`config.mk`:
```
export PLATFORM = sky130hd
export DESIGN_NAME = err_loc_streamer
export DESIGN_NICKNAME = d
export VERILOG_FILES = /design/src/rtl/ecc_pkg.sv /design/src/rtl/loc_burst_buf.sv /design/src/rtl/err_loc_streamer.sv
export SDC_FILE = /design/constraint.sdc
export NUM_CORES = 1
export LEC_CHECK = 0
export BUFFER_PORTS_ARGS = -buffer_cell sky130_fd_sc_hd__buf_2
export CAP_MARGIN = 20
export CORE_AREA = 2 2 114 116
export CTS_CLUSTER_DIAMETER = 200
export DETAILED_ROUTE_END_ITERATION = 12
export DIE_AREA = 0 0 116 118
export GPL_TIMING_DRIVEN = 0
export HOLD_SLACK_MARGIN = 0.03
export PLACE_DENSITY = 0.8
export SETUP_SLACK_MARGIN = 0.2
export SYNTH_ARGS = -nofsm -noshare
export SYNTH_HDL_FRONTEND = slang
export SYNTH_SLANG_ARGS = --single-unit
```
`constraint.sdc`:
```
create_clock -name i_clk -period 3 [get_ports i_clk]
set_clock_uncertainty 0.05 [all_clocks]
set_input_delay 0.6 -clock i_clk [delete_from_list [all_inputs] [get_ports i_clk]]
set_output_delay 0.6 -clock i_clk [all_outputs]
set_load 0.02 [all_outputs]
```
`src/rtl/ecc_pkg.sv`:
```
// rtl/ecc_pkg.sv - shared decoder constants and helpers
package ecc_pkg;

  localparam int ECC_LOC_W = 10;
  localparam logic [ECC_LOC_W-1:0] ECC_NULL_LOC = '1;

  typedef enum logic [0:0] {
    SRC_CAND = 1'b0,
    SRC_ES   = 1'b1
  } burst_src_e;

  // Ceiling log2, never below 1 so derived ports always have a legal width.
  function automatic int clog2(input int value);
    int r;
    int v;
    r = 0;
    v = value - 1;
    while (v > 0) begin
      r = r + 1;
      v = v >> 1;
    end
    return (r < 1) ? 1 : r;
  endfunction

endpackage

```
`src/rtl/loc_burst_buf.sv`:
```
// rtl/loc_burst_buf.sv - latched location slots plus burst read pointer
module loc_burst_buf #(
  parameter int               LOC_W    = 10,
  parameter int               MAX_ERR  = 6,
  parameter int               PTR_W    = 3,
  parameter logic [LOC_W-1:0] NULL_LOC = '1
) (
  input  logic                     i_clk,
  input  logic                     i_rst,
  input  logic                     i_load,
  input  logic [MAX_ERR*LOC_W-1:0] i_load_loc,
  input  logic                     i_adv,
  output logic [PTR_W-1:0]         o_ptr,
  output logic [LOC_W-1:0]         o_nxt_loc
);

  logic [LOC_W-1:0] loc_q [MAX_ERR];
  logic [PTR_W-1:0] nxt_idx;

  always_ff @(posedge i_clk or posedge i_rst) begin
    if (i_rst) begin
      for (int k = 0; k < MAX_ERR; k++) begin
        loc_q[k] <= NULL_LOC;
      end
      o_ptr <= '0;
    end else if (i_load) begin
      for (int k = 0; k < MAX_ERR; k++) begin
        loc_q[k] <= i_load_loc[k*LOC_W +: LOC_W];
      end
      o_ptr <= '0;
    end else if (i_adv) begin
      o_ptr <= o_ptr + PTR_W'(1);
    end
  end

  // Look-ahead slot so the top can register the following beat on a handshake.
  assign nxt_idx = o_ptr + PTR_W'(1);

  always_comb begin
    o_nxt_loc = NULL_LOC;
    for (int k = 0; k < MAX_ERR; k++) begin
      if (nxt_idx == PTR_W'(k)) begin
        o_nxt_loc = loc_q[k];
      end
    end
  end

endmodule

```
`src/rtl/err_loc_streamer.sv`:
```
// rtl/err_loc_streamer.sv - streams latched error locations as handshaked bursts
module err_loc_streamer
  import ecc_pkg::*;
#(
  parameter int               LOC_W    = ECC_LOC_W,
  parameter int               MAX_ERR  = 6,
  parameter int               NUM_CAND = 4,
  parameter int               NUM_ES   = 2,
  parameter logic [LOC_W-1:0] NULL_LOC = {LOC_W{1'b1}},
  localparam int              CNT_W    = clog2(MAX_ERR + 1),
  localparam int              SEL_W    = clog2(NUM_CAND),
  localparam int              ESN_W    = clog2(NUM_ES + 1)
) (
  input  logic                              i_clk,
  input  logic                              i_rst,
  input  logic                              i_cand_valid,
  input  logic [SEL_W-1:0]                  i_cand_sel,
  input  logic [NUM_CAND*MAX_ERR*LOC_W-1:0] i_cand_loc,
  input  logic [NUM_CAND*CNT_W-1:0]         i_cand_num,
  input  logic                              i_es_valid,
  input  logic [ESN_W-1:0]                  i_es_num,
  input  logic [NUM_ES*LOC_W-1:0]           i_es_loc,
  output logic                              o_in_ready,
  output logic                              o_drop,
  output logic [LOC_W-1:0]                  o_loc,
  output logic                              o_valid,
  output logic                              o_last,
  input  logic                              i_ready
);

  localparam logic [0:0] ST_IDLE = 1'b0;
  localparam logic [0:0] ST_EMIT = 1'b1;

  logic [0:0]               state;
  logic [CNT_W-1:0]         cnt;
  logic [CNT_W-1:0]         ptr;
  logic [LOC_W-1:0]         nxt_loc;
  logic                     req;
  logic                     accept;
  logic                     hs;
  logic                     last_next;
  burst_src_e               ld_src;
  logic [CNT_W-1:0]         ld_cnt;
  logic [CNT_W-1:0]         cand_raw;
  logic [MAX_ERR*LOC_W-1:0] ld_loc;

  assign req        = i_es_valid | i_cand_valid;
  assign o_in_ready = (state == ST_IDLE) | (o_valid & o_last & i_ready);
  assign accept     = req & o_in_ready;
  assign hs         = o_valid & i_ready;
  assign last_next  = ({1'b0, ptr} + (CNT_W+1)'(2)) >= {1'b0, cnt};

  // Early-stop has priority; a simultaneous candidate request is silently discarded.
  always_comb begin
    ld_src   = i_es_valid ? SRC_ES : SRC_CAND;
    ld_cnt   = '0;
    cand_raw = '0;
    ld_loc   = {MAX_ERR{NULL_LOC}};
    if (ld_src == SRC_ES) begin
      ld_cnt = (i_es_num > ESN_W'(NUM_ES)) ? CNT_W'(NUM_ES) : CNT_W'(i_es_num);
      for (int k = 0; k < NUM_ES; k++) begin
        ld_loc[k*LOC_W +: LOC_W] = i_es_loc[k*LOC_W +: LOC_W];
      end
    end else begin
      for (int c = 0; c < NUM_CAND; c++) begin
        if (i_cand_sel == SEL_W'(c)) begin
          cand_raw = i_cand_num[c*CNT_W +: CNT_W];
          ld_cnt   = (cand_raw > CNT_W'(MAX_ERR)) ? CNT_W'(MAX_ERR) : cand_raw;
          ld_loc   = i_cand_loc[c*MAX_ERR*LOC_W +: MAX_ERR*LOC_W];
        end
      end
    end
  end

  loc_burst_buf #(
    .LOC_W    (LOC_W),
    .MAX_ERR  (MAX_ERR),
    .PTR_W    (CNT_W),
    .NULL_LOC (NULL_LOC)
  ) u_buf (
    .i_clk      (i_clk),
    .i_rst      (i_rst),
    .i_load     (accept),
    .i_load_loc (ld_loc),
    .i_adv      (hs & ~o_last),
    .o_ptr      (ptr),
    .o_nxt_loc  (nxt_loc)
  );

  always_ff @(posedge i_clk or posedge i_rst) begin
    if (i_rst) begin
      state   <= ST_IDLE;
      cnt     <= '0;
      o_valid <= 1'b0;
      o_last  <= 1'b0;
      o_loc   <= NULL_LOC;
      o_drop  <= 1'b0;
    end else begin
      o_drop <= req & ~o_in_ready;
      if (accept) begin
        state   <= ST_EMIT;
        cnt     <= ld_cnt;
        o_valid <= 1'b1;
        o_loc   <= (ld_cnt == '0) ? NULL_LOC : ld_loc[LOC_W-1:0];
        o_last  <= (ld_cnt <= CNT_W'(1));
      end else if (hs) begin
        if (o_last) begin
          state   <= ST_IDLE;
          o_valid <= 1'b0;
          o_loc   <= NULL_LOC;
          o_last  <= 1'b0;
        end else begin
          o_loc  <= nxt_loc;
          o_last <= last_next;
        end
      end
    end
  end

endmodule

```
# Word level (Yosys, flattened, before mapping)
# Cells that the tools add are included.
[totals]
reg_bits = 79
inputBits = 281
output_inout_bits = 14
word_cells = 82
[classes]
n_addsub = 2
order_cmp = 7
eq_ne = 8
n_mux = 35
n_bitwise = 11
n_reduce_logical = 7
[ops]
columns = ["cell", "n"]
rows = [
  ["60-bit two-way mux", 4],
  ["10-bit two-way mux", 10],
  ["40-bit two-way mux", 1],
  ["3-bit two-way mux", 11],
  ["20-bit two-way mux", 1],
  ["3-bit greater-than comparator, second input constant", 4],
  ["1-bit two-way mux", 7],
  ["1-bit AND", 6],
  ["3-bit by 2-bit == test with 1-bit output, second input constant", 2],
  ["3-bit == test, second input constant", 2],
  ["3-bit logical NOT", 2],
  ["2-bit nonzero test", 3],
  ["3-bit by 2-bit adder with 4-bit output, second input constant", 1],
  ["2-bit == test, second input constant", 2],
  ["4-bit by 3-bit >= comparator with 1-bit output", 1],
  ["3-bit by 1-bit adder with 3-bit output, second input constant", 1],
  ["3-bit by 1-bit == test with 1-bit output, second input constant", 1],
  ["3-bit by 1-bit <= comparator with 1-bit output, second input constant", 1],
  ["1-bit NOT", 3],
  ["2-bit by 1-bit == test with 1-bit output, second input constant", 1],
  ["2-bit greater-than comparator, second input constant", 1],
  ["2-bit logical NOT", 1],
  ["2-bit two-way mux", 1],
  ["1-bit bitwise OR", 2],
  ["2-bit AND reduction", 1],
]

# Depth between registers and ports, before layout
# Gate-level depths: netlist of the first run.
[logic_depth]
ltp_word = 11
mapped_depth = 8
depth_no_buf = 7

# By module
# Synthesis of the first run repeated with hierarchy kept, for this count alone.
[hier_totals]
hier_cells = 499
hier_area_um2 = 6059.6
[by_module_without_submodules]
columns = ["module", "n_inst", "cells_per_inst", "area_per_inst_um2", "seq_area_each_um2"]
rows = [
  ["loc_burst_buf", 1, 257, 3155.5, 1651.6],
  ["err_loc_streamer", 1, 242, 2904.0, 412.9],
]

# Least setup slack after synthesis of the first run
# Ideal clock, no wire load.
[synth_path]
kind = "register -> register"
startpoint = "register u_buf.o_ptr[1]"
endpoint = "register o_loc[9]"
setup_ns = 0.081
arrival_ns = 1.863
t_required_ns = 2.869
path_slack_ns = 1.006
stages_incl_launch_ff = 8
path_buffers = 2
synth_period_minus_slack_ns = 1.994
path_cell_list = "dfrtp_1 > inv_1 > ha_1 > clkbuf_1 > clkbuf_1 > nand2_1 > a311o_1 > o221a_1"
[synth_between]
elab_chain_cells = 11
elab_cells_between_ends = 16
cone_classes = "add/sub (1); eq/ne (5); mux (9); reduce/logical (1)"
[synth_rtl]
columns = ["item", "line", "rtl"]
rows = [
  ["start, declared", "loc_burst_buf.sv:13", "output logic [PTR_W-1:0] o_ptr,"],
  ["start signal, assigned", "loc_burst_buf.sv:32", "o_ptr <= o_ptr + PTR_W'(1);"],
  ["3-bit by 1-bit adder with 3-bit output (*)", "loc_burst_buf.sv:37", "assign nxt_idx = o_ptr + PTR_W'(1);"],
  ["3-bit logical NOT", "loc_burst_buf.sv:42", "if (nxt_idx == PTR_W'(k)) begin"],
  ["10-bit two-way mux (5 in a row)", "loc_burst_buf.sv:42", ""],
  ["10-bit two-way mux (*)", "loc_burst_buf.sv:42", ""],
  ["10-bit two-way mux (*)", "err_loc_streamer.sv:107", "if (o_last) begin"],
  ["10-bit two-way mux (*)", "err_loc_streamer.sv:106", "end else if (hs) begin"],
  ["10-bit two-way mux (*)", "err_loc_streamer.sv:100", "if (accept) begin"],
  ["end signal, assigned", "err_loc_streamer.sv:104", "o_loc <= (ld_cnt == '0) ? NULL_LOC : ld_loc[LOC_W-1:0];"],
  ["end signal, assigned", "err_loc_streamer.sv:113", "o_loc <= nxt_loc;"],
  ["end, declared", "err_loc_streamer.sv:25", "output logic [LOC_W-1:0] o_loc,"],
]
# Mark *: on every way between the ends. The rest lies on a longest branch, timed or not. The select of a mux whose other input is x is not followed.
# A chain may end at the register's enable or synchronous reset.

# Worst setup path after layout of the first run
# Ends and elaborated chain as after synthesis.

==> results of run 1 <==
metal layers:
| layer | global-route usage [%] | up-vias | wire length [µm] |
|---|---|---|---|
| met4 | 7.366 | 0 | 354 |
| met2 | 44.15 | 251 | 8808 |
| met1 | 31.69 | 2567 | 6740 |
| li1 | - | 2492 | - |
| met5 | 0 | - | 0 |
| met3 | 3.193 | 22 | 1157 |
metrics by stage:
| step | std cells | setup WS, ps | total power [mW] | hold slack, ps |
|---|---|---|---|---|
| after floorplan | 474 | 442.5 | 3.756 | 394.4 |
| after global placement | 940 | -425.1 | 4.516 | 406.3 |
| after detailed placement | 941 | 603.3 | 4.577 | 412.7 |
| after CTS | 957 | 584.3 | 5.695 | 305.7 |
| after global routing | 957 | 394.6 | 6.076 | 313.4 |
| final | 957 | 569.9 | 5.705 | 307.9 |
state kept, by name, summed over array words and instances (netlist names):
signal	flops
state	1
o_last	1
u_buf.o_ptr	3
o_drop	1
o_loc	10
cnt	3
u_buf.loc_q	60
cells in the final DEF (no fill, tap or decap), types with 10 or more instances in the layout:
master and n:
sky130_fd_sc_hd__dfstp_2 70, sky130_fd_sc_hd__nand3_1 13, sky130_fd_sc_hd__a31oi_1 11, sky130_fd_sc_hd__clkbuf_1 20, sky130_fd_sc_hd__o22a_1 38, sky130_fd_sc_hd__nand2_1 43, sky130_fd_sc_hd__a21oi_1 16, sky130_fd_sc_hd__mux2i_1 21
sky130_fd_sc_hd__mux4_2 59, sky130_fd_sc_hd__inv_1 12, sky130_fd_sc_hd__o21a_1 11, sky130_fd_sc_hd__buf_2 308, sky130_fd_sc_hd__nor2_1 17, sky130_fd_sc_hd__o21ai_0 28, sky130_fd_sc_hd__o22ai_1 10, sky130_fd_sc_hd__nor3_1 13
critical path, cell delays in order (launching register included):
cell and delay (ps):
sky130_fd_sc_hd__dfrtp_1 450, sky130_fd_sc_hd__inv_1 180, sky130_fd_sc_hd__ha_1 170, sky130_fd_sc_hd__clkbuf_1 260, sky130_fd_sc_hd__clkbuf_1 370, sky130_fd_sc_hd__nand2_1 280, sky130_fd_sc_hd__a311o_1 460, sky130_fd_sc_hd__o221a_1 130
worst max path at each step:
stage,startpoint,endpoint,slack [ps],cells past startpoint
floorplan,i_rst,cnt[0],440,1
global placement,i_rst,u_buf.o_ptr[0],-430,2
detailed placement,i_es_valid,u_buf.loc_q[26],600,7
CTS,u_buf.o_ptr[1],o_loc[9],580,7
global route,u_buf.o_ptr[1],o_loc[9],390,7
finish,u_buf.o_ptr[1],o_loc[9],570,7
cells by family after synthesis:
logic type                 share of synthesized area, %
and+or+nand+nor                                   7.472
buffers and inverters                             5.392
adders and majority gates                         2.148
muxes                                             28.46
xor gates and xnor gates                         0.4475
DFF                                               36.91
AOI/OAI and AO/OA                                 19.17
Yosys cell counts (all sizes together), types with 2 or more instances:
library cell  number
dfrtp              9
a31oi             11
nand3             13
o21a              11
o21ai             33
mux2i             21
a221oi             3
o22a              38
nand2b             3
nor2              17
o22ai             10
nor3              13
clkinv             2
o221a              9
mux4              61
nor2b              2
dfstp             70
clkbuf            21
buf               24
ha                 8
a311o              9
inv               13
a21oi             16
nand2             43
power groups by stage:
stage | logic [mW] | registers (mW) | clock network (mW)
4_1_cts | 2.45 | 2.13 | 1.11
3_3_place_gp | 2.39 | 2.13 | 0
2_1_floorplan | 1.67 | 2.09 | 0
3_5_place_dp | 2.43 | 2.14 | 0
5_1_grt | 2.72 | 2.19 | 1.16
6_report | 2.46 | 2.14 | 1.11
cell type report:
| type | instances | area, µm² | area share, % |
|---|---|---|---|
| Tap cell | 172 | 215.2 | 2.827 |
| Inverter | 15 | 58.81 | 0.7724 |
| Clock buffer | 9 | 225.2 | 2.958 |
| Multi-Input combinational cell | 335 | 3227 | 42.38 |
| Timing Repair Buffer | 295 | 1499 | 19.69 |
| Clock inverter | 7 | 78.83 | 1.035 |
| Buffer | 45 | 245.2 | 3.221 |
| Sequential cell | 79 | 2064 | 27.12 |
==> results.ini, run 1 <==
[status]
run_status = complete, no violations

[routing]
drt_pre_antenna_iters = 5
detail_route.drc_violations = 0
avgViaCountPerCell = 5.572
vias = 5332
detail_route.wirelength_um = 17060
ant_nets = 0
detailedRoute.firstIterationViolations = 346
avgRoutedWirePerCell_um = 17.83

[synthesis]
syn_nets = 764
yosysUniqueCellTypes = 46
postSynthCellCount = 474
post_synth.cell_area_avg_um2 = 11.80
synth.top_cells.by_area = sky130_fd_sc_hd__dfstp_2 33%, sky130_fd_sc_hd__mux4_2 24%, sky130_fd_sc_hd__o22a_1 6.0%
netlist_area_um2 = 5593
post_synth_edffs = 0
synth-seq-cells = 79
netlist.top_cell.by_area = sky130_fd_sc_hd__dfstp_2
synthDominantCellAreaShare_pct = 32.89
postSynth.asyncResetShare_pct = 100.0
synth.yosys.warnings = 0
ys.flop_type = sky130_fd_sc_hd__dfstp_2
ys_seq_area_share_pct = 36.91

[placed_design]
dpl.hpwl_um = 14060
detailed_place.area_um2 = 7310
gpl.final_weighted_congestion = 0.9247
placement.io_buffers = 294

[sta]
slew_headroom_pct = 49.43
final-max-slew-violation-count = 0
fmaxAchievable_mhz = 411.5
fin_tns_setup_ps = 0
setup_repair_after_global_routing_missed_its_margin = no
hold_viol_final = 0
worst-slew-pin-transition_ps = 758.5
timing.final.crit_share_pct = 81.00
min_period_ps = 2430
setup_violations = 0

[floorplan]
dieArea_um2 = 13690
coreArea_um2 = 12410
die_h_um = 118
row_count = 41
die_w_um = 116
initial_core_util_pct = 45.05
top_level_ports = 295

[min_path]
min-delay-path-class = in -> async

[power_and_ir_drop]
seq_power_share_pct = 37.5
power_leakage_nw = 3.371
p_clk_share_pct = 19.4
power.switching_mw = 2.110
cell_internal_pwr_mw = 3.595
power_per_cell_area_nw_per_um2 = 749.3
vdd_drop_max_uv = 386.2
switching_share_pct = 36.98
gate_power_share_pct = 43.1

[cts]
tritoncts.num_buffers = 9
clock_sinks = 79
cts-hold-fix-buffers = 0
clock_latency_ps = 330
ctsResizeCount = 0
cts_max_level = 3
cts_root_buf = sky130_fd_sc_hd__clkbuf_16
ctsLongestPathBuffers = 2
cts_setup_buffers = 0
clkSlewWorstSetupHoldPaths_ps = 60
cts_tree = yes

[global_route]
vias_in_the_first_global_route = 5405
grt_first_pass_wirelength_um = 26650
grt.overflow.total = 0
initial_antenna_violation_count = 0
groute.usage.overall_pct = 24.98
grt_start_max_net_pins = 72

[job]
drv.max_cap_violation_count = 0

[finish]
diodes = 0
drive_gt1_share_pct = 60.13
area_delta_synth_final_pct = 36.13
fin_nets = 1070
stdcell_area_um2 = 7614
finish.utilization_pct = 61.33
fillerInstances = 1084

[critical_path]
timing.critical_path.required_ps = 3220
type_of_the_worst_setup_path = reg -> reg
regToRegSetupSlack_ps = 570
worstSetupEndpointType = flop
start_kind = flop
rr_startpoint = u_buf.o_ptr[1]
worst-path-max-fanout = 10
crit-reg2reg-capture = o_loc[9]
worstRegToRegCells = 7
worst_ep_arrival_time_ps = 2650

No activity file was read; power rests on OpenSTA's default activity.
==> inputs of run 2 (changes only) <==
- ABC_AREA: default -> 1
- CORE_AREA: 2 2 114 116 -> default
- CORE_UTILIZATION: default -> 47
- DIE_AREA: 0 0 116 118 -> default
- PLACE_DENSITY: 0.8 -> 0.82
- clock period: 3 -> 2.5 ns (I/O delays scaled with it)
==> run 2 against run 1 <==
Net effect: clock power grew 23%; clock-buffer cell count grew 2; first-iteration DRC count grew 77%; register-to-register slack lost 220 ps; critical path depth grew 5; die area shrank 4.9%; design area grew 4.2%; worst setup slack lost 220 ps; non-clock buffer count grew 9; utilization grew 4.2 points; maximum frequency grew 13%.
==> results.ini, run 2 <==
[synthesis]
synth.most_common_cell = sky130_fd_sc_hd__nand2_1
synth.yosys.warnings = 0
postSynthCellCount = 893
synth.top_cells.by_area = sky130_fd_sc_hd__dfstp_2 31%, sky130_fd_sc_hd__nand2_1 18%, sky130_fd_sc_hd__nor2_1 7.6%
ys.flop_type = sky130_fd_sc_hd__dfstp_2
post_synth_edffs = 0
netlist.top_cell.by_area = sky130_fd_sc_hd__dfstp_2
synth-seq-cells = 79
postSynth.asyncResetShare_pct = 100.0
synthDominantCellAreaShare_pct = 31.14
netlist_area_um2 = 5907
yosysUniqueCellTypes = 35
synth.cells.most_frequent = 286 x sky130_fd_sc_hd__nand2_1, 119 x sky130_fd_sc_hd__nor2_1, 70 x sky130_fd_sc_hd__dfstp_2
ys_seq_area_share_pct = 34.95
post_synth.cell_area_avg_um2 = 6.615
syn_nets = 1183

[critical_path]
crit_path_end = o_loc[1]
worstSetupEndpointType = flop
regToRegSetupSlack_ps = 350
worstRegToRegCells = 12
critPathLaunch = u_buf.o_ptr[0]
rr_startpoint = u_buf.o_ptr[0]
timing.critical_path.required_ps = 2720
worst-path-max-fanout = 10
crit-reg2reg-capture = o_loc[1]
type_of_the_worst_setup_path = reg -> reg
worst_ep_arrival_time_ps = 2370
start_kind = flop

[cts]
clkSlewWorstSetupHoldPaths_ps = 60
clock_sinks = 79
cts-hold-fix-buffers = 0
clock_latency_ps = 340
cts_root_buf = sky130_fd_sc_hd__clkbuf_16
cts_max_level = 3
ctsResizeCount = 0
cts_setup_buffers = 0
cts_tree = yes
ctsLongestPathBuffers = 2
tritoncts.num_buffers = 9

[sta]
min_period_ps = 2147
timing.final.crit_share_pct = 85.87
fmaxAchievable_mhz = 465.8
setup_slack_ps = 353.4
setup_repair_after_global_routing_missed_its_margin = no
setup_violations = 0
hold_viol_final = 0
fin_tns_setup_ps = 0
final-max-slew-violation-count = 0
slew_headroom_pct = 61.21
worst-slew-pin-transition_ps = 581.9

[global_route]
grt_start_max_net_pins = 35
grt.overflow.total = 0
vias_in_the_first_global_route = 7001
grt_first_pass_wirelength_um = 34960
groute.usage.overall_pct = 35.21
initial_antenna_violation_count = 1

[floorplan]
dieArea_um2 = 13020
die_h_um = 114.1
die_w_um = 114.1
initial_core_util_pct = 48.77
row_count = 40
top_level_ports = 295
coreArea_um2 = 12110

[finish]
fin_nets = 1488
largest_registers_ranked_by_flip_flop_count = u_buf.loc_q (60), o_loc (10)
multi_input_area_um2 = 3309
drive_gt1_share_pct = 36.41
area.sequential_um2 = 2064
fillerInstances = 1218
layout_common_cells = 328 x sky130_fd_sc_hd__buf_2, 286 x sky130_fd_sc_hd__nand2_1, 119 x sky130_fd_sc_hd__nor2_1, 70 x sky130_fd_sc_hd__dfstp_2, 69 x sky130_fd_sc_hd__nand3_1
largest_register_ff_count = 60
max_flop_register = u_buf.loc_q
area_delta_synth_final_pct = 34.31
final_common_cell = sky130_fd_sc_hd__buf_2

[routing]
detailedRoute.firstIterationViolations = 613
ant_nets = 0
vias = 7373
detail_route.wirelength_um = 22700
drt_pre_antenna_iters = 5
avgRoutedWirePerCell_um = 16.54
detail_route.drc_violations = 0
avgViaCountPerCell = 5.374

[power_and_ir_drop]
vdd_drop_max_uv = 457.4
power_leakage_nw = 4.055
post-layout-total-power_mw = 7.204
power_per_cell_area_nw_per_um2 = 908.0

[placed_design]
gpl.final_weighted_congestion = 0.9514
dpl.hpwl_um = 18200
placement.io_buffers = 292
pre_cts_ws_ps = 373.6

[status]
run_status = complete, no violations

[job]
drv.max_cap_violation_count = 0

[min_path]
min-delay-path-class = in -> async

[run 2: cells by family after synthesis]
family                     share of synthesized area, %
AOI/OAI and AO/OA                                 17.79
and+or+nand+nor                                   36.20
buffers and inverters                             9.023
DFF                                               34.95
adders and majority gates                         2.034
[run 2: area by class of cell]
cell class / instances / share of cell area, %
Antenna cell: 1 / 0.03154
Buffer: 55 / 3.406
Clock buffer: 11 / 3.186
Clock inverter: 5 / 0.7097
Inverter: 70 / 3.359
Multi-Input combinational cell: 689 / 41.71
Sequential cell: 79 / 26.02
Tap cell: 168 / 2.649
Timing Repair Buffer: 294 / 18.92
[run 2: routing by layer]
| layer | routed length, µm | part of all wire (%) | global-route usage [%] |
|---|---|---|---|
| met1 | 9150 | 40 | 44.00 |
| met2 | 10930 | 48 | 59.39 |
| met3 | 1759 | 7.8 | 7.200 |
| met4 | 851 | 3.7 | 14.37 |
| met5 | 0 | 0 | 0 |
[run 2: per-stage QoR]
step	hold slack, ps	utilization (%)	std cells	cell area, µm²
final	69.18	65.51	1372	7934
after detailed placement	406.2	62.93	1355	7622
after CTS	76.79	65.49	1371	7931
after global placement	405.1	62.60	1353	7582
after floorplan	390.8	-	893	5911
after global routing	97.67	65.51	1372	7934
[run 2: worst max-delay path, cell delays in order (launching register included)]
cell	delay, ps
sky130_fd_sc_hd__dfrtp_1	430
sky130_fd_sc_hd__ha_1	260
sky130_fd_sc_hd__inv_1	90
sky130_fd_sc_hd__nand2_1	50
sky130_fd_sc_hd__nand2_1	110
sky130_fd_sc_hd__buf_4	190
sky130_fd_sc_hd__nand2_1	200
sky130_fd_sc_hd__o21ai_0	210
sky130_fd_sc_hd__inv_1	60
sky130_fd_sc_hd__nand3_1	140
sky130_fd_sc_hd__nand2_1	120
sky130_fd_sc_hd__nand3_1	100
sky130_fd_sc_hd__nand2_1	60
[run 2: worst min-delay path by stage]
stage	start	endpoint	cells past startpoint
final	i_rst	state	2
after global routing	i_rst	o_drop	2
after CTS	i_rst	state	2
after detailed placement	o_loc[3]	o_loc[3]	2
after global placement	o_loc[9]	o_loc[9]	2
after floorplan	u_buf.loc_q[8]	u_buf.loc_q[8]	2
[run 2: report_power, final]
group,internal [mW],total (mW),leakage [nW],switching [mW]
Clock,0.826,1.36,0.152,0.538
Sequential,2.19,2.48,0.844,0.294
Combinational,1.19,3.36,3.06,2.17
